[src/rtl/vxe_regio_params.sv]
// ---------------------------------------------------------------------------
// vxe_regio_params
// Purpose : Shared constants for the vxe_regio register block: register
//           indices, the fixed ID value and field widths/bit positions.
// Ports   : none (package)
// ---------------------------------------------------------------------------
package vxe_regio_params;

   localparam int unsigned REG_IDX_W     = 10;
   localparam int unsigned REG_DATA_W    = 32;

   // Register indices
   localparam logic [REG_IDX_W-1:0] IDX_ID             = 10'd0;
   localparam logic [REG_IDX_W-1:0] IDX_CTRL           = 10'd1;
   localparam logic [REG_IDX_W-1:0] IDX_STATUS         = 10'd2;
   localparam logic [REG_IDX_W-1:0] IDX_INTR_ACT       = 10'd3;
   localparam logic [REG_IDX_W-1:0] IDX_INTR_MSK       = 10'd4;
   localparam logic [REG_IDX_W-1:0] IDX_INTR_RAW       = 10'd5;
   localparam logic [REG_IDX_W-1:0] IDX_PGM_ADDR_LO    = 10'd6;
   localparam logic [REG_IDX_W-1:0] IDX_PGM_ADDR_HI    = 10'd7;
   localparam logic [REG_IDX_W-1:0] IDX_START          = 10'd8;
   localparam logic [REG_IDX_W-1:0] IDX_FAULT_ADDR_LO  = 10'd9;
   localparam logic [REG_IDX_W-1:0] IDX_FAULT_ADDR_HI  = 10'd10;
   localparam logic [REG_IDX_W-1:0] IDX_FAULT_INSTR_LO = 10'd11;
   localparam logic [REG_IDX_W-1:0] IDX_FAULT_INSTR_HI = 10'd12;

   // Fixed identification value
   localparam logic [REG_DATA_W-1:0] ID_VALUE = 32'h5645_0100;

   // Field positions and widths
   localparam int unsigned CTRL_MAS_SEL_BIT = 0;
   localparam int unsigned STATUS_BUSY_BIT  = 0;
   localparam int unsigned INTR_W           = 4;
   localparam int unsigned PGM_ADDR_W       = 37;
   localparam int unsigned PGM_ADDR_HI_W    = PGM_ADDR_W - 32;
   localparam int unsigned INSTR_W          = 64;

endpackage

[src/rtl/vxe_regio.sv]
// ---------------------------------------------------------------------------
// vxe_regio
// Purpose : Register I/O block between a simple read/write request bus and
//           the control unit / interrupt unit. Single-cycle request, response
//           one cycle later, no backpressure.
// Config  : define VXE_REGIO_FAULT_REGS_EN to implement the fault capture
//           registers at indices 9-12; otherwise they decode as unmapped.
// Ports   :
//   clk, rst                   clock, synchronous active-high reset
//   i_wreg_idx/i_wdata/i_wenable  write request
//   o_waccept/o_werror         write response (one-cycle pulse)
//   i_rreg_idx/i_renable       read request
//   o_rdata/o_raccept/o_rerror read response (rdata holds between reads)
//   i_cu_busy, i_cu_last_instr_addr/data   control unit status inputs
//   o_cu_pgm_addr, o_cu_start, o_cu_mas_sel control unit outputs
//   i_intu_raw/act, o_intu_msk, o_intu_ack_vld/ack  interrupt unit
// ---------------------------------------------------------------------------
module vxe_regio
   import vxe_regio_params::*;
(
   input  logic                  clk,
   input  logic                  rst,
   input  logic [9:0]            i_wreg_idx,
   input  logic [31:0]           i_wdata,
   input  logic                  i_wenable,
   output logic                  o_waccept,
   output logic                  o_werror,
   input  logic [9:0]            i_rreg_idx,
   input  logic                  i_renable,
   output logic [31:0]           o_rdata,
   output logic                  o_raccept,
   output logic                  o_rerror,
   input  logic                  i_cu_busy,
   input  logic [36:0]           i_cu_last_instr_addr,
   input  logic [63:0]           i_cu_last_instr_data,
   output logic [36:0]           o_cu_pgm_addr,
   output logic                  o_cu_start,
   input  logic [3:0]            i_intu_raw,
   input  logic [3:0]            i_intu_act,
   output logic [3:0]            o_intu_msk,
   output logic                  o_intu_ack_vld,
   output logic [3:0]            o_intu_ack,
   output logic                  o_cu_mas_sel
);

   logic                  r_mas_sel;
   logic [INTR_W-1:0]     r_intu_msk;
   logic [PGM_ADDR_W-1:0] r_pgm_addr;
   logic                  r_cu_start;
   logic                  r_intu_ack_vld;
   logic [INTR_W-1:0]     r_intu_ack;
   logic                  r_waccept;
   logic                  r_werror;
   logic                  r_raccept;
   logic                  r_rerror;
   logic [31:0]           r_rdata;

   logic [31:0]           w_rdata;
   logic                  w_rerror;
   logic                  w_werror;
   logic                  w_start_req;
   logic                  w_ack_req;

`ifndef VXE_REGIO_FAULT_REGS_EN
   // Fault capture inputs are intentionally ignored in this build.
   logic w_unused_fault;
   assign w_unused_fault = ^{i_cu_last_instr_addr, i_cu_last_instr_data};
`endif

   // Read decode: the value is taken from the current register contents, so
   // a read that coincides with a write to the same register sees the old
   // value. Narrow fields are zero-extended.
   always_comb begin
      w_rdata  = '0;
      w_rerror = 1'b0;
      case (i_rreg_idx)
         IDX_ID:          w_rdata = ID_VALUE;
         IDX_CTRL:        w_rdata[CTRL_MAS_SEL_BIT] = r_mas_sel;
         IDX_STATUS:      w_rdata[STATUS_BUSY_BIT] = i_cu_busy;
         IDX_INTR_ACT:    w_rdata[INTR_W-1:0] = i_intu_act;
         IDX_INTR_MSK:    w_rdata[INTR_W-1:0] = r_intu_msk;
         IDX_INTR_RAW:    w_rdata[INTR_W-1:0] = i_intu_raw;
         IDX_PGM_ADDR_LO: w_rdata = r_pgm_addr[31:0];
         IDX_PGM_ADDR_HI: w_rdata[PGM_ADDR_HI_W-1:0] = r_pgm_addr[PGM_ADDR_W-1:32];
         IDX_START:       w_rdata = '0;
`ifdef VXE_REGIO_FAULT_REGS_EN
         IDX_FAULT_ADDR_LO:  w_rdata = i_cu_last_instr_addr[31:0];
         IDX_FAULT_ADDR_HI:  w_rdata[PGM_ADDR_HI_W-1:0] = i_cu_last_instr_addr[PGM_ADDR_W-1:32];
         IDX_FAULT_INSTR_LO: w_rdata = i_cu_last_instr_data[31:0];
         IDX_FAULT_INSTR_HI: w_rdata = i_cu_last_instr_data[INSTR_W-1:32];
`else
         IDX_FAULT_ADDR_LO, IDX_FAULT_ADDR_HI,
         IDX_FAULT_INSTR_LO, IDX_FAULT_INSTR_HI: w_rerror = 1'b1;
`endif
         default:         w_rerror = 1'b1;
      endcase
   end

   // Write decode: classifies the write target. Read-only and unmapped
   // indices report an error; START is refused while the control unit is busy.
   always_comb begin
      w_werror    = 1'b0;
      w_start_req = 1'b0;
      w_ack_req   = 1'b0;
      case (i_wreg_idx)
         IDX_CTRL, IDX_INTR_MSK, IDX_PGM_ADDR_LO, IDX_PGM_ADDR_HI: w_werror = 1'b0;
         IDX_INTR_ACT: w_ack_req = 1'b1;
         IDX_START: begin
            if (i_cu_busy) begin
               w_werror = 1'b1;
            end else begin
               w_start_req = 1'b1;
            end
         end
         default: w_werror = 1'b1;
      endcase
   end

   // Write side state: configuration registers, one-cycle response and
   // side-effect pulses. The acknowledge value is sticky between writes.
   always_ff @(posedge clk) begin
      if (rst) begin
         r_mas_sel      <= 1'b0;
         r_intu_msk     <= '0;
         r_pgm_addr     <= '0;
         r_cu_start     <= 1'b0;
         r_intu_ack_vld <= 1'b0;
         r_intu_ack     <= '0;
         r_waccept      <= 1'b0;
         r_werror       <= 1'b0;
      end else begin
         r_waccept      <= i_wenable;
         r_werror       <= i_wenable & w_werror;
         r_cu_start     <= i_wenable & w_start_req;
         r_intu_ack_vld <= i_wenable & w_ack_req;
         if (i_wenable && w_ack_req) begin
            r_intu_ack <= i_wdata[INTR_W-1:0];
         end
         if (i_wenable) begin
            case (i_wreg_idx)
               IDX_CTRL:        r_mas_sel <= i_wdata[CTRL_MAS_SEL_BIT];
               IDX_INTR_MSK:    r_intu_msk <= i_wdata[INTR_W-1:0];
               IDX_PGM_ADDR_LO: r_pgm_addr[31:0] <= i_wdata;
               IDX_PGM_ADDR_HI: r_pgm_addr[PGM_ADDR_W-1:32] <= i_wdata[PGM_ADDR_HI_W-1:0];
               default: ;
            endcase
         end
      end
   end

   // Read side state: response pulse plus registered data. Data only loads
   // on a read so it holds its value between accesses.
   always_ff @(posedge clk) begin
      if (rst) begin
         r_raccept <= 1'b0;
         r_rerror  <= 1'b0;
         r_rdata   <= '0;
      end else begin
         r_raccept <= i_renable;
         r_rerror  <= i_renable & w_rerror;
         if (i_renable) begin
            r_rdata <= w_rdata;
         end
      end
   end

   assign o_waccept      = r_waccept;
   assign o_werror       = r_werror;
   assign o_raccept      = r_raccept;
   assign o_rerror       = r_rerror;
   assign o_rdata        = r_rdata;
   assign o_cu_pgm_addr  = r_pgm_addr;
   assign o_cu_start     = r_cu_start;
   assign o_intu_msk     = r_intu_msk;
   assign o_intu_ack_vld = r_intu_ack_vld;
   assign o_intu_ack     = r_intu_ack;
   assign o_cu_mas_sel   = r_mas_sel;

endmodule

[config.mk]
export PLATFORM = sky130hd
export DESIGN_NAME = vxe_regio
export DESIGN_NICKNAME = d
export VERILOG_FILES = /design/src/rtl/vxe_regio_params.sv /design/src/rtl/vxe_regio.sv
export SDC_FILE = /design/constraint.sdc
export NUM_CORES = 1
export LEC_CHECK = 0
export ABC_CLOCK_PERIOD_IN_PS = 1880
export CAP_MARGIN = 20
export CELL_PAD_IN_SITES_DETAIL_PLACEMENT = 0
export CELL_PAD_IN_SITES_GLOBAL_PLACEMENT = 2
export CORE_AREA = 4 4 144 146
export CTS_CLUSTER_DIAMETER = 50
export DETAILED_ROUTE_END_ITERATION = 6
export DIE_AREA = 0 0 148 150
export PLACE_DENSITY = 0.78
export RECOVER_POWER = 50
export SYNTH_ARGS = -nofsm -noshare
export SYNTH_HDL_FRONTEND = slang
export SYNTH_SLANG_ARGS = --single-unit
export TNS_END_PERCENT = 30
[constraint.sdc]
create_clock -name clk -period 1.88 [get_ports clk]
set_input_delay 0.188 -clock clk [delete_from_list [all_inputs] [get_ports clk]]
set_output_delay 0.188 -clock clk [all_outputs]
set_load 0.05 [all_outputs]
==> results of run 1 <==
==> repair_timing <==
item                                    CTS  global route
endpoints found under the setup margin    0            18
resized for setup                         0             1
hold buffers                              0             0
==> per-stage QoR <==
stage	std cells	total power, mW	setup slack (ps)
floorplan	398	1.962	139.3
global placement	802	2.174	-282.1
detailed placement	802	2.175	-314.4
CTS	818	4.267	49.17
global route	818	4.368	11.93
finish	820	4.173	77.62
==> cell usage after synthesis, drive strengths merged <==
cell	instances
a31oi	3
o311a	1
a21oi	62
a211oi	2
or4	2
o21ai	10
o2111ai	1
nand4	3
inv	3
a221o	1
nor2b	21
a32oi	2
buf	5
or4b	1
o41ai	1
nor3	4
o31ai	1
mux2i	19
or3	2
nand2	66
nor2	43
mux2	1
mux4	2
nand4b	1
and2	1
dfxtp	84
nand3b	1
clkbuf	23
nor4b	3
nand2b	14
nand3	3
nor4	4
and3	8
==> flip-flops by register name, summed over array words and instances (netlist names) <==
signal	cells
o_cu_pgm_addr	37
o_rdata	32
o_intu_ack	4
o_intu_msk	4
o_cu_mas_sel	1
o_cu_start	1
o_intu_ack_vld	1
o_raccept	1
o_rerror	1
o_waccept	1
o_werror	1
==> routing by layer <==
metal  global-route usage [%]  vias to the layer above  share of wire (%)  wire length [um]
met5                        0                        -                  0                 0
met3                    3.180                       14                6.9               839
li1                         -                     1659                  -                 -
met4                    4.203                        0                1.9               236
met1                    13.73                     1573                 45              5454
met2                    17.65                      123                 46              5658
==> worst max path at each step <==
stage,startpoint,endpoint,slack [ps],cells past startpoint
6_report,i_wreg_idx[3],o_intu_msk[0],80,6
3_5_place_dp,i_wreg_idx[5],o_cu_pgm_addr[24],-310,6
4_1_cts,i_wreg_idx[5],o_cu_pgm_addr[24],50,6
5_1_grt,i_wreg_idx[3],o_cu_pgm_addr[8],10,6
3_3_place_gp,i_wreg_idx[5],o_cu_pgm_addr[1],-280,6
2_1_floorplan,i_rreg_idx[5],o_rdata[19],140,6
==> critical path, cell delays in order <==
cell	delay, ps
sky130_fd_sc_hd__clkdlybuf4s50_1	450
sky130_fd_sc_hd__or4b_1	650
sky130_fd_sc_hd__nor4_4	260
sky130_fd_sc_hd__buf_4	190
sky130_fd_sc_hd__mux2i_1	200
sky130_fd_sc_hd__nor2_1	60
==> area by class of cell <==
| cell class | count | area [sq um] | area share [%] |
|---|---|---|---|
| well taps | 265 | 331.6 | 5.849 |
| flip-flops and latches | 84 | 1682 | 29.66 |
| multi-input cells | 283 | 1632 | 28.78 |
| clock buffers | 10 | 229.0 | 4.039 |
| repair buffers | 167 | 1668 | 29.42 |
| inverters | 3 | 11.26 | 0.1986 |
| clock inverters | 6 | 111.4 | 1.964 |
| diodes | 2 | 5.005 | 0.08828 |
==> cell families (layout without fill, tap and decap cells) <==
kind of cell | count (synthesis) | in the layout
compound gates | 84 | 84
flops | 84 | 84
other cells | 0 | 2
buf+inv | 31 | 186
simple gates | 177 | 177
mux | 22 | 22
==> power groups by stage <==
stage / Combinational, mW / Sequential, mW / Clock [mW]
3_3_place_gp: 0.343 / 1.83 / 0
5_1_grt: 0.364 / 1.79 / 2.22
2_1_floorplan: 0.103 / 1.86 / 0
6_report: 0.341 / 1.79 / 2.04
3_5_place_dp: 0.344 / 1.83 / 0
4_1_cts: 0.347 / 1.79 / 2.13
==> summary by stage, run 1 <==
Run status
The run finished with clean final reports.

Logic synthesis
After synthesis, the largest family of logic cells by area is simple AND/OR/NAND/NOR gates. The number of nets produced by synthesis is 564. The compound-cell area share of the yosys netlist is 14.22%. The area of the mapped netlist is 3475 sq um. Yosys attributes the largest share of cell area to sky130_fd_sc_hd__dfxtp_1 (48%), sky130_fd_sc_hd__a21oi_1 (7.5%), sky130_fd_sc_hd__nand2_1 (7.1%). Summing the areas of all fa, ha and maj instances in the mapped netlist gives 0% of the synthesized area.

The xor/xnor cell area share of the yosys netlist is 0%. The share of synthesized area spent on multiplexers is 7.094%. A synthesized cell averages 8.730 sq um. The synthesized design spends more area on one cell type than any other, namely sky130_fd_sc_hd__dfxtp_1. Of the synthesized area, sequential elements account for 48.40%. The number of synthesized register bits is 84.

The warning count from the yosys run is 0. The netlist uses 39 different library cells. The area share of and/or/nand/nor cells after synthesis is 26.40%.

The post-synthesis cell count is 398. The share of the synthesized area in the top cell type is 48.40%.

Clocking
The buffer type at the clock tree root is sky130_fd_sc_hd__clkbuf_16. The clock sink count is 84. Clock-pin slew was measured on the worst setup and hold paths at 70 ps.

TritonCTS created 9 clock buffers. The longest clock path from root to sink contains 2 buffers. In this run the post-CTS setup repair buffer count came out at 0.

The clock tree synthesis step divided the H-tree into 3 levels. The clock tree from TritonCTS is built. The clock insertion delay at the later pin of the skew report is 330 ps.

Worst hold path
The endpoint with the worst hold slack is o_intu_ack_vld. The worst hold path passes through 3 cells. The worst hold path begins at rst.

The path class of the tightest hold or removal check is in -> reg.

Floorplan
The core footprint is 19400 sq um. The number of ports placed on the die boundary is 250. The total die area is 22200 sq um. The horizontal extent of the die is 148 um. The vertical die dimension is 150 um.

Once the floorplan was initialized, standard cells occupied 17.91% of the core. Row generation in the floorplan step produced 51 rows.

Timing
Of the available clock period, the critical path in the final layout requires 95.87%. The number of hold-slack violations in the final timing report is 0. On the final layout, the worst clock skew is 4.000 ps. The number of failing setup endpoints in the final timing report is 0. Setup repair after global routing left no endpoint under its margin.

The number of max-slew violations in the final report is 0. The worst-margin pin slew is 581.9 ps. Across all hold checks on the routed design, the worst slack comes to 234.3 ps.

The clock period could shrink to 1802 ps. The tightest slew margin relative to the limit is 61.09%. The highest clock rate is 0.5548 GHz.

For the final routed database, the setup TNS stands at 0 ps.

Power
Sequential cells account for 42.9% of the total power. The switching share of power is 21.74%. The static leakage is 2.151 nW. IR analysis of the VDD net gives a maximum drop of 0.3664 mV. Internal power comes to 3.266 mW. The areal power density over the cells is 736.1 nW/um^2. The clock network is responsible for 48.9% of the overall power. The share of total power in combinational logic is 8.2%.

For this design the total switching power over the nets is 0.9073 mW.

Layout
The library cell used most frequently in the layout, excluding fill and tap cells, is sky130_fd_sc_hd__clkdlybuf4s50_1. Cells fill 29.22% of the core in the end. Cells with a size suffix above 1 make up 9.403% of the layout. Fill cells in the final layout number 2084. The final net count is 714. The finished layout cell area is 5669 sq um. The library cells used most frequently in the layout, excluding fill and tap cells, are sky130_fd_sc_hd__clkdlybuf4s50_1 (101), sky130_fd_sc_hd__dfxtp_1 (84), sky130_fd_sc_hd__nand2_1 (66), sky130_fd_sc_hd__a21oi_1 (60), sky130_fd_sc_hd__dlygate4sd3_1 (46). The synthesis-to-finish area growth is 63.16%.

Drt
The number of vias after detailed routing is 3369. The detailed-route wire length per cell is 14.86 um. After detailed routing, the number of remaining DRC violations is 0. The count of antenna-violating nets left after detailed routing is 0. The average vias per placed instance is 4.109. The number of iterations in the first detailed-routing pass is 4. Wires add up to 12190 um. The detailed router's first-iteration violation count is 114.

Critical path
The kind of launch point of the worst setup path is a primary input. The endpoint identified for the worst register-to-register timing path is o_rdata[3]. The worst reg-to-reg setup slack is 600 ps. The launching point of the worst reg2reg path is o_cu_pgm_addr[35]. Data arrives at the worst endpoint at 2010 ps.

The data required time at the worst endpoint is 2090 ps. The number of cells on the worst reg-to-reg path is 3. The kind of end point of the critical path is a flop. The largest fanout on the critical path is 4.

The setup path with the least slack is of type in -> reg.

Flow run
The tool flagged a number of max-cap violations equal to 0.

Global routing
Entering global routing, the biggest net connects 79 pins. For this run the aggregate overflow at the end of global routing stands at 0. The first-pass GRT wire length is 19020 um. Across every metal layer, demand over resource in global routing totals 10.91%. The initial antenna violation count is 0. The number of global-route vias before repair is 3480.

Placement
The global placer's final weighted congestion is 0.8217. The count of input and output buffers is 148. The area of placed instances is 5364 sq um. Once detailed placement completed, the half-perimeter wirelength came to 8621 um.
(Power assumes the default switching activity.)
==> run 2, diff against run 1 <==
--- a/config.mk
+++ b/config.mk
@@ -5,15 +5,16 @@
 export SDC_FILE = /design/constraint.sdc
 export NUM_CORES = 1
 export LEC_CHECK = 0
+export ABC_AREA = 1
 export ABC_CLOCK_PERIOD_IN_PS = 1880
 export CAP_MARGIN = 20
 export CELL_PAD_IN_SITES_DETAIL_PLACEMENT = 0
 export CELL_PAD_IN_SITES_GLOBAL_PLACEMENT = 2
-export CORE_AREA = 4 4 144 146
+export CORE_AREA = 10 10 152 154
 export CTS_CLUSTER_DIAMETER = 50
 export DETAILED_ROUTE_END_ITERATION = 6
-export DIE_AREA = 0 0 148 150
-export PLACE_DENSITY = 0.78
+export DIE_AREA = 0 0 162 164
+export PLACE_DENSITY = 0.79
 export RECOVER_POWER = 50
 export SYNTH_ARGS = -nofsm -noshare
 export SYNTH_HDL_FRONTEND = slang
==> run 2 against run 1 <==
Synthesized cell count increased by 14%. Sequential share of layout area increased by 1.1 points. Wire length increased by 16%. Worst hold slack got worse by 4.9 ps. Setup slack improved by 52 ps. Largest cell class unchanged. Synthesized area decreased by 2.7%. Final area decreased by 3.6%. Cell count increased by 7.3%. Clock power decreased by 21%. Clock skew increased by 2.3 ps.
==> summary by stage, run 2 <==
Run status
The run finished with clean final reports.

Logic synthesis
The number of synthesized register bits is 84 (unchanged). The sequential element share of the synthesized area is 49.76% (+1.4 points). The warning count from the yosys run came to 0 (unchanged). The number of nets produced by synthesis is 621 (+10%). In the synthesized netlist the dominant register cell turns out to be sky130_fd_sc_hd__dfxtp_1. The dominant cell by count in the synthesized netlist is sky130_fd_sc_hd__dfxtp_1. The count of unique library cells instantiated by Yosys is 25 (-36%). By count the netlist is led by sky130_fd_sc_hd__dfxtp_1 (84), sky130_fd_sc_hd__nor2_1 (70), sky130_fd_sc_hd__o21ai_0 (70). The number of enable-type register cells in the synthesized netlist is 0 (unchanged). The mean area per synthesized cell came to 7.427 sq um (-15%).

Ranked by total cell area, the synthesized netlist is headed by sky130_fd_sc_hd__dfxtp_1 (50%), sky130_fd_sc_hd__o21ai_0 (10%), sky130_fd_sc_hd__nor2_1 (7.8%). The fraction of registers with async set/reset was 0% (unchanged). Of all cell types, the one taking the most synthesized area is sky130_fd_sc_hd__dfxtp_1.

The post-synthesis cell count was 455 (+14%). The share of the synthesized area in the top cell type came to 49.76% (+1.4 points). The area of the mapped netlist was 3379 sq um (-2.7%).

Power
The static leakage is 1.991 nW (-7.4%). The power after layout is 3.957 mW (-5.2%). The peak supply drop was 0.4003 mV (+9.3%). The areal power density over the cells was 723.7 nW/um^2 (-1.7%).

Global routing
The pin count of the biggest net entering global routing is 70 (-11%). The initial antenna violation count is 0 (unchanged). The global-route usage over all layers is 10.68% (-0.22 points). The remaining global-route overflow is 0 (unchanged). The first-pass GRT wire length is 21810 um (+15%). The number of global-route vias before repair is 3651 (+4.9%).

Layout
The number of antenna diodes was 0 (-2). The number of fill cells was 2245 (+7.7%). The share of layout cells above drive strength 1 is 6.393% (-3.0 points).

The synthesis-to-finish area growth is 61.79%. In the layout the commonest cells are sky130_fd_sc_hd__clkdlybuf4s50_1 (136), sky130_fd_sc_hd__dfxtp_1 (84), sky130_fd_sc_hd__o21ai_0 (79), sky130_fd_sc_hd__nor2_1 (72), sky130_fd_sc_hd__nand2_1 (56). The fraction of the core area covered by cells at the end of the flow was 27.29% (-1.9 points). The number of standard cells in the layout, taps in and fillers out came to 880 (+7.3%).

The flip-flop count of the largest register after layout came to 37 (unchanged). The final net count is 773 (+8.3%). The most common cell after layout, fill and taps aside is sky130_fd_sc_hd__clkdlybuf4s50_1.

Floorplan
The cell row count is 52 (+2.0%). The vertical die dimension was 164 um (+9.3%). The horizontal extent of the die was 162 um (+9.5%). The core footprint is 20040 sq um (+3.3%). The number of ports placed on the die boundary is 250 (unchanged). The total die area is 26570 sq um (+20%). The starting utilization of the core area was 16.86% (-1.0 points).

Clocking
The clock insertion delay at the later pin of the skew report came to 340 ps (about the same). The clock-pin slew of the registers on the worst-case setup and hold paths is 60 ps (about the same). The buffer depth of the longest clock path is 2 (unchanged). The number of resized instances in the post-cts repair step came to 0 (unchanged). The number of buffers inserted to repair setup after CTS came to 0 (unchanged). The clock tree from TritonCTS is built. The CTS H-tree depth is 3 (unchanged). The number of hold buffers added after CTS is 0 (unchanged). The number of buffers created by CTS was 9 (unchanged). In this run the clock root is driven by a sky130_fd_sc_hd__clkbuf_16. The clock sink count came to 84 (unchanged).

Timing
The highest clock rate is 0.5714 GHz (+3.0%). The worst hold slack is 229.5 ps (-4.875 ps). The number of failing setup endpoints in the final timing report is 0 (unchanged).

The time the worst path needs with I/O delays and setup came to 1750 ps (-52.38 ps). The clock tree skew after final layout came to 6.260 ps (+2.260 ps). The number of hold-slack violations in the final timing report was 0 (unchanged).

The worst-margin pin slew is 784.2 ps (+202.3 ps). Setup repair after global routing left no endpoint under its margin. The fraction of the cycle the final worst path needs came to 93.09% (-2.8 points). The setup TNS after final layout is 0 ps (unchanged). The number of max-slew violations in the final report is 0 (unchanged).

The tightest slew margin relative to the limit is 47.94% (-13 points).

Critical path
The critical path in this run is classified as reg -> out. The signal on the critical path passes through clkdlybuf4s50_1. The data required time at the worst endpoint is 1690 ps (-400 ps). The family of cells with the greatest summed delay on the critical path is buffers and inverters. The largest fanout on the critical path is 3 (-1). The arrival time at the worst endpoint was 1560 ps (-450 ps). The kind of launch point of the worst setup path is a flop. Among all stages on the critical path, the largest delay is contributed by sky130_fd_sc_hd__clkdlybuf4s50_1. The delay of the slowest critical-path stage is 860 ps (+210 ps). The number of buffer and inverter stages on the critical path was 1 (-1). The kind of end point of the critical path is a primary output.

Drt
The residual DRC count came to 0 (unchanged). The number of vias after detailed routing is 3503 (+4.0%). The detailed router's first-iteration violation count is 181 (+59%). The count of antenna-violating nets left after detailed routing is 0 (unchanged). The average vias per placed instance came to 3.981 (-3.1%). The detailed-route wire length per cell is 16.07 um (+8.1%). The total wire length was 14140 um (+16%). The number of iterations in the first detailed-routing pass was 4 (unchanged).

Placement
The count of input and output buffers is 148 (unchanged). The post-DP HPWL is 10310 um (+20%). The instance count after placement with tap cells included is 866 (+8.0%). The global placer's final weighted congestion is 0.7451 (-9.3%).

Flow run
The number of maximum-capacitance violations was 0 (unchanged).

Worst hold path
The tightest min-delay check is of the in -> reg type.
## run 2: layout make-up
cell class	instances	area, sq um	area share [%]
timing repair buffer	167	1624	29.70
multi-input combinational	312	1444	26.41
tap	270	337.8	6.178
sequential	84	1682	30.76
inverter	33	123.9	2.265
clock buffer	9	225.2	4.119
clock inverter	5	31.28	0.5721
## run 2: per-layer routing
layer | vias up | wire, um | GRT usage [%]
li1 | 1822 | - | -
met3 | 11 | 956 | 4.105
met2 | 93 | 6485 | 17.00
met1 | 1577 | 6512 | 12.98
met5 | - | 0 | 0
met4 | 0 | 184 | 3.515
## run 2: final timing paths
| path | start | to | slack [ps] | cells past startpoint |
|---|---|---|---|---|
| hold / removal | i_renable | o_raccept | 230 | 3 |
| setup / recovery | o_cu_pgm_addr[32] | o_cu_pgm_addr[32] | 130 | 1 |
| setup reg to reg | o_cu_mas_sel | o_rdata[0] | 950 | 6 |
| hold reg to reg | o_cu_pgm_addr[36] | o_cu_pgm_addr[36] | 470 | 2 |
## run 2: logic make-up (layout without fill, tap and decap cells)
group                  Yosys count  count (layout)  share of synthesized area [%]
and+or+nand+nor                192             192                          25.07
buffers and inverters           59             214                          7.071
AOI/OAI and AO/OA              120             120                          18.10
DFF                             84              84                          49.76
## run 2: through the flow
| stage | instance area [sq um] | setup slack (ps) |
|---|---|---|
| 2_1_floorplan | 3379 | 659.2 |
| 3_3_place_gp | 5289 | 63.10 |
| 3_5_place_dp | 5289 | 63.21 |
| 4_1_cts | 5545 | 104.7 |
| 5_1_grt | 5468 | 59.82 |
| 6_report | 5468 | 130.0 |
## run 2: where the power goes
group	leakage, nW	switching [mW]	internal (mW)
logic	1.18	0.292	0.213
clock network	0.127	0.744	0.876
registers	0.683	0.0160	1.82
==> run 3, diff against run 2 <==
--- a/config.mk
+++ b/config.mk
@@ -8,13 +8,11 @@
 export ABC_AREA = 1
 export ABC_CLOCK_PERIOD_IN_PS = 1880
 export CAP_MARGIN = 20
-export CELL_PAD_IN_SITES_DETAIL_PLACEMENT = 0
-export CELL_PAD_IN_SITES_GLOBAL_PLACEMENT = 2
-export CORE_AREA = 10 10 152 154
+export CORE_AREA = 10 10 111 113
 export CTS_CLUSTER_DIAMETER = 50
 export DETAILED_ROUTE_END_ITERATION = 6
-export DIE_AREA = 0 0 162 164
-export PLACE_DENSITY = 0.79
+export DIE_AREA = 0 0 121 123
+export PLACE_DENSITY = 0.77
 export RECOVER_POWER = 50
 export SYNTH_ARGS = -nofsm -noshare
 export SYNTH_HDL_FRONTEND = slang
==> run 3 against run 2 <==
Cell count fell by 15%. First-iteration DRC count rose by 38%. Flip-flop and latch count did not move. Setup slack got worse by 58 ps. Clock-buffer cell count rose by 1. Worst hold slack improved by 77 ps.
==> summary by stage, run 3 (synthesis gave the netlist of run 2 again) <==
Worst hold path
The type of the worst min-delay path is in -> reg. The startpoint of the lowest-slack hold path is i_renable.

Timing
The highest clock rate is 0.5531 GHz (-3.2%). The tightest slew margin relative to the limit was 56.20% (+8.3 points). The number of hold-slack violations in the final timing report is 0 (unchanged). The worst-margin pin slew is 659.8 ps (-124.4 ps).

The time the worst path needs with I/O delays and setup is 1808 ps (+58.02 ps). The final setup slack of the worst path is 71.98 ps (-58.02 ps). Setup repair after global routing left no endpoint under its margin. The number of failing setup endpoints in the final timing report is 0 (unchanged).

The clock tree skew after final layout is 12.51 ps (+6.251 ps). The number of max-slew violations in the final report is 0 (unchanged). The setup TNS after final layout came to 0 ps (unchanged). The fraction of the cycle the final worst path needs is 96.17% (+3.1 points).

Layout
The share of layout cells above drive strength 1 is 5.592% (-0.80 points). The flip-flop count of the largest register after layout is 37 (unchanged). The area occupied by registers is 1682 sq um (unchanged). The total area of multi-input combinational cells is 1439 sq um (-0.35%). The final net count is 769 (-0.52%).

The library cells used most frequently in the layout, excluding fill and tap cells, are sky130_fd_sc_hd__clkdlybuf4s50_1 (142), sky130_fd_sc_hd__dfxtp_1 (84), sky130_fd_sc_hd__nor2_1 (72), sky130_fd_sc_hd__o21ai_0 (72), sky130_fd_sc_hd__nand2_1 (56). The synthesis-to-finish area growth is 53.57%. The most common cell after layout, fill and taps aside is sky130_fd_sc_hd__clkdlybuf4s50_1. The number of fill cells is 962 (-57%).

Clocking
TritonCTS built the clock tree. The buffer depth of the longest clock path is 2 (unchanged). The clock insertion delay at the later pin of the skew report was 350 ps (about the same). The clock sink count came to 84 (unchanged).

The number of resized instances in the post-cts repair step is 0 (unchanged). The CTS H-tree depth is 3 (unchanged). The tree is rooted in a sky130_fd_sc_hd__clkbuf_8. The number of buffers created by CTS came to 9 (unchanged). The number of hold buffers added after CTS came to 0 (unchanged). The clock-pin slew of the registers on the worst-case setup and hold paths is 100 ps (+40 ps).

The number of buffers inserted to repair setup after CTS is 0 (unchanged).

Critical path
The kind of launch point of the worst setup path is a flop. The worst setup path is of the reg -> out kind. The cell with the biggest individual delay on the critical path is sky130_fd_sc_hd__clkdlybuf4s50_1.

The arrival time at the worst endpoint is 1620 ps (+60 ps). The delay of the slowest critical-path stage is 850 ps (about the same). The largest fanout on the critical path is 3 (unchanged). The kind of end point of the critical path is a primary output. The kind of cell with the highest combined delay along the critical path is buffers and inverters. The data required time at the worst endpoint is 1690 ps (about the same). The startpoint identified for the worst register-to-register timing path is o_cu_mas_sel. The critical path starts at o_cu_pgm_addr[31]. The number of buffer and inverter stages on the critical path is 1 (unchanged). Walking the worst path, the cells encountered are clkdlybuf4s50_1.

The worst reg-to-reg setup slack came to 920 ps (-30 ps).

Power
The cell-internal power is 2.555 mW (-12%). The switching share of power was 28.07% (+1.5 points). The share of total power in combinational logic was 14.0% (+1.2 points).

The static leakage is 1.926 nW (-3.3%). The part of the total power dissipated in sequential elements came to 51.6% (+5.3 points). The power dissipated by switching net loads is 0.9970 mW (-5.2%).

The clock network fraction of design power is 34.4% (-6.5 points). The peak supply drop came to 0.3700 mV (-7.6%). The areal power density over the cells was 684.4 nW/um^2 (-5.4%).

Global routing
The pin count of the biggest net entering global routing is 54 (-23%). The global-route met2 utilization is 24.73% (+7.7 points). The layer flagged by global routing as most heavily used is met2.

The global-route track usage on met3 was 7.019% (+2.9 points). The met1 track demand over resource in global routing was 19.25% (+6.3 points). The number of global-route vias before repair is 3614 (-1.0%). The first-pass GRT wire length is 18890 um (-13%).

The remaining global-route overflow is 0 (unchanged). The global-route usage over all layers is 15.80% (+5.1 points). The initial antenna violation count is 1 (+1).

Floorplan
The core footprint is 10140 sq um (-49%). The vertical die dimension came to 123 um (-25%). The starting utilization of the core area is 33.33% (+16 points). The number of ports placed on the die boundary is 250 (unchanged). The cell row count is 37 (-29%). The total die area is 14880 sq um (-44%).

The horizontal extent of the die is 121 um (-25%).

Flow run
The number of maximum-capacitance violations was 0 (unchanged).

Drt
The count of antenna-violating nets left after detailed routing is 0 (unchanged). The detailed router's first-iteration violation count came to 250 (+38%). The number of iterations in the first detailed-routing pass was 5 (+1).

The number of vias after detailed routing is 3659 (+4.5%). The total wire length is 12310 um (-13%). The residual DRC count is 0 (unchanged).

The average vias per placed instance was 4.911 (+23%). The detailed-route wire length per cell is 16.52 um (+2.8%).

Run status
The run finished with clean final reports.

Placement
The post-placement setup slack is 0.8979 ps (-62.31 ps). The post-DP HPWL is 9409 um (-8.8%). The count of input and output buffers is 148 (unchanged). The global placer's final weighted congestion came to 0.9461 (+27%).
[run 3: changes by cell type in the layout (fill, tap and decap cells not counted), moves of 3 or more]
cell,change
sky130_fd_sc_hd__clkdlybuf4s50_1,+6
sky130_fd_sc_hd__clkbuf_16,-9
sky130_fd_sc_hd__clkbuf_2,+3
sky130_fd_sc_hd__buf_4,-5
sky130_fd_sc_hd__o21ai_0,-7
sky130_fd_sc_hd__o21ai_1,+7
sky130_fd_sc_hd__clkbuf_8,+10
sky130_fd_sc_hd__clkbuf_1,-4
[run 3: cell type report]
cell class | instances | share of cell area, %
Tap cell | 136 | 3.279
Sequential cell | 84 | 32.40
Multi-Input combinational cell | 312 | 27.72
Timing Repair Buffer | 163 | 30.62
Clock inverter | 6 | 0.8920
Inverter | 33 | 2.387
Clock buffer | 10 | 2.652
Antenna cell | 1 | 0.04822
[run 3: worst paths after layout]
| path | cells past startpoint | end |
|---|---|---|
| setup reg to reg | 6 | o_rdata[0] |
| hold / removal | 2 | o_rdata[7] |
| hold reg to reg | 2 | o_cu_pgm_addr[36] |
| setup / recovery | 1 | o_cu_pgm_addr[31] |
[run 3: power by group through the flow]
stage	Sequential, mW	Clock [mW]	Combinational [mW]
CTS	1.83	1.25	0.506
floorplan	2.00	0	0.108
global placement	1.87	0	0.497
global route	1.84	1.30	0.532
finish	1.83	1.22	0.499
detailed placement	1.87	0	0.504
[run 3: through the flow]
stage                     hold WS (ps)  power, mW  std cells  cell area (sq um)  util [%]
final                            306.0      3.552        745               5190     51.19
after global placement           453.9      2.369        728               5054     49.85
after global routing             332.9      3.673        745               5190     51.19
after floorplan                  322.9      2.109        455               3379         -
after detailed placement         461.5      2.378        728               5054     49.85
after CTS                        290.4      3.584        744               5238     51.66
[run 3: per-layer routing]
layer  share of wire [%]  vias to the layer above
li1                    -                     1817
met1                  43                     1670
met2                  44                      160
met3                  12                       12
met4                0.98                        0
met5                   0                        -
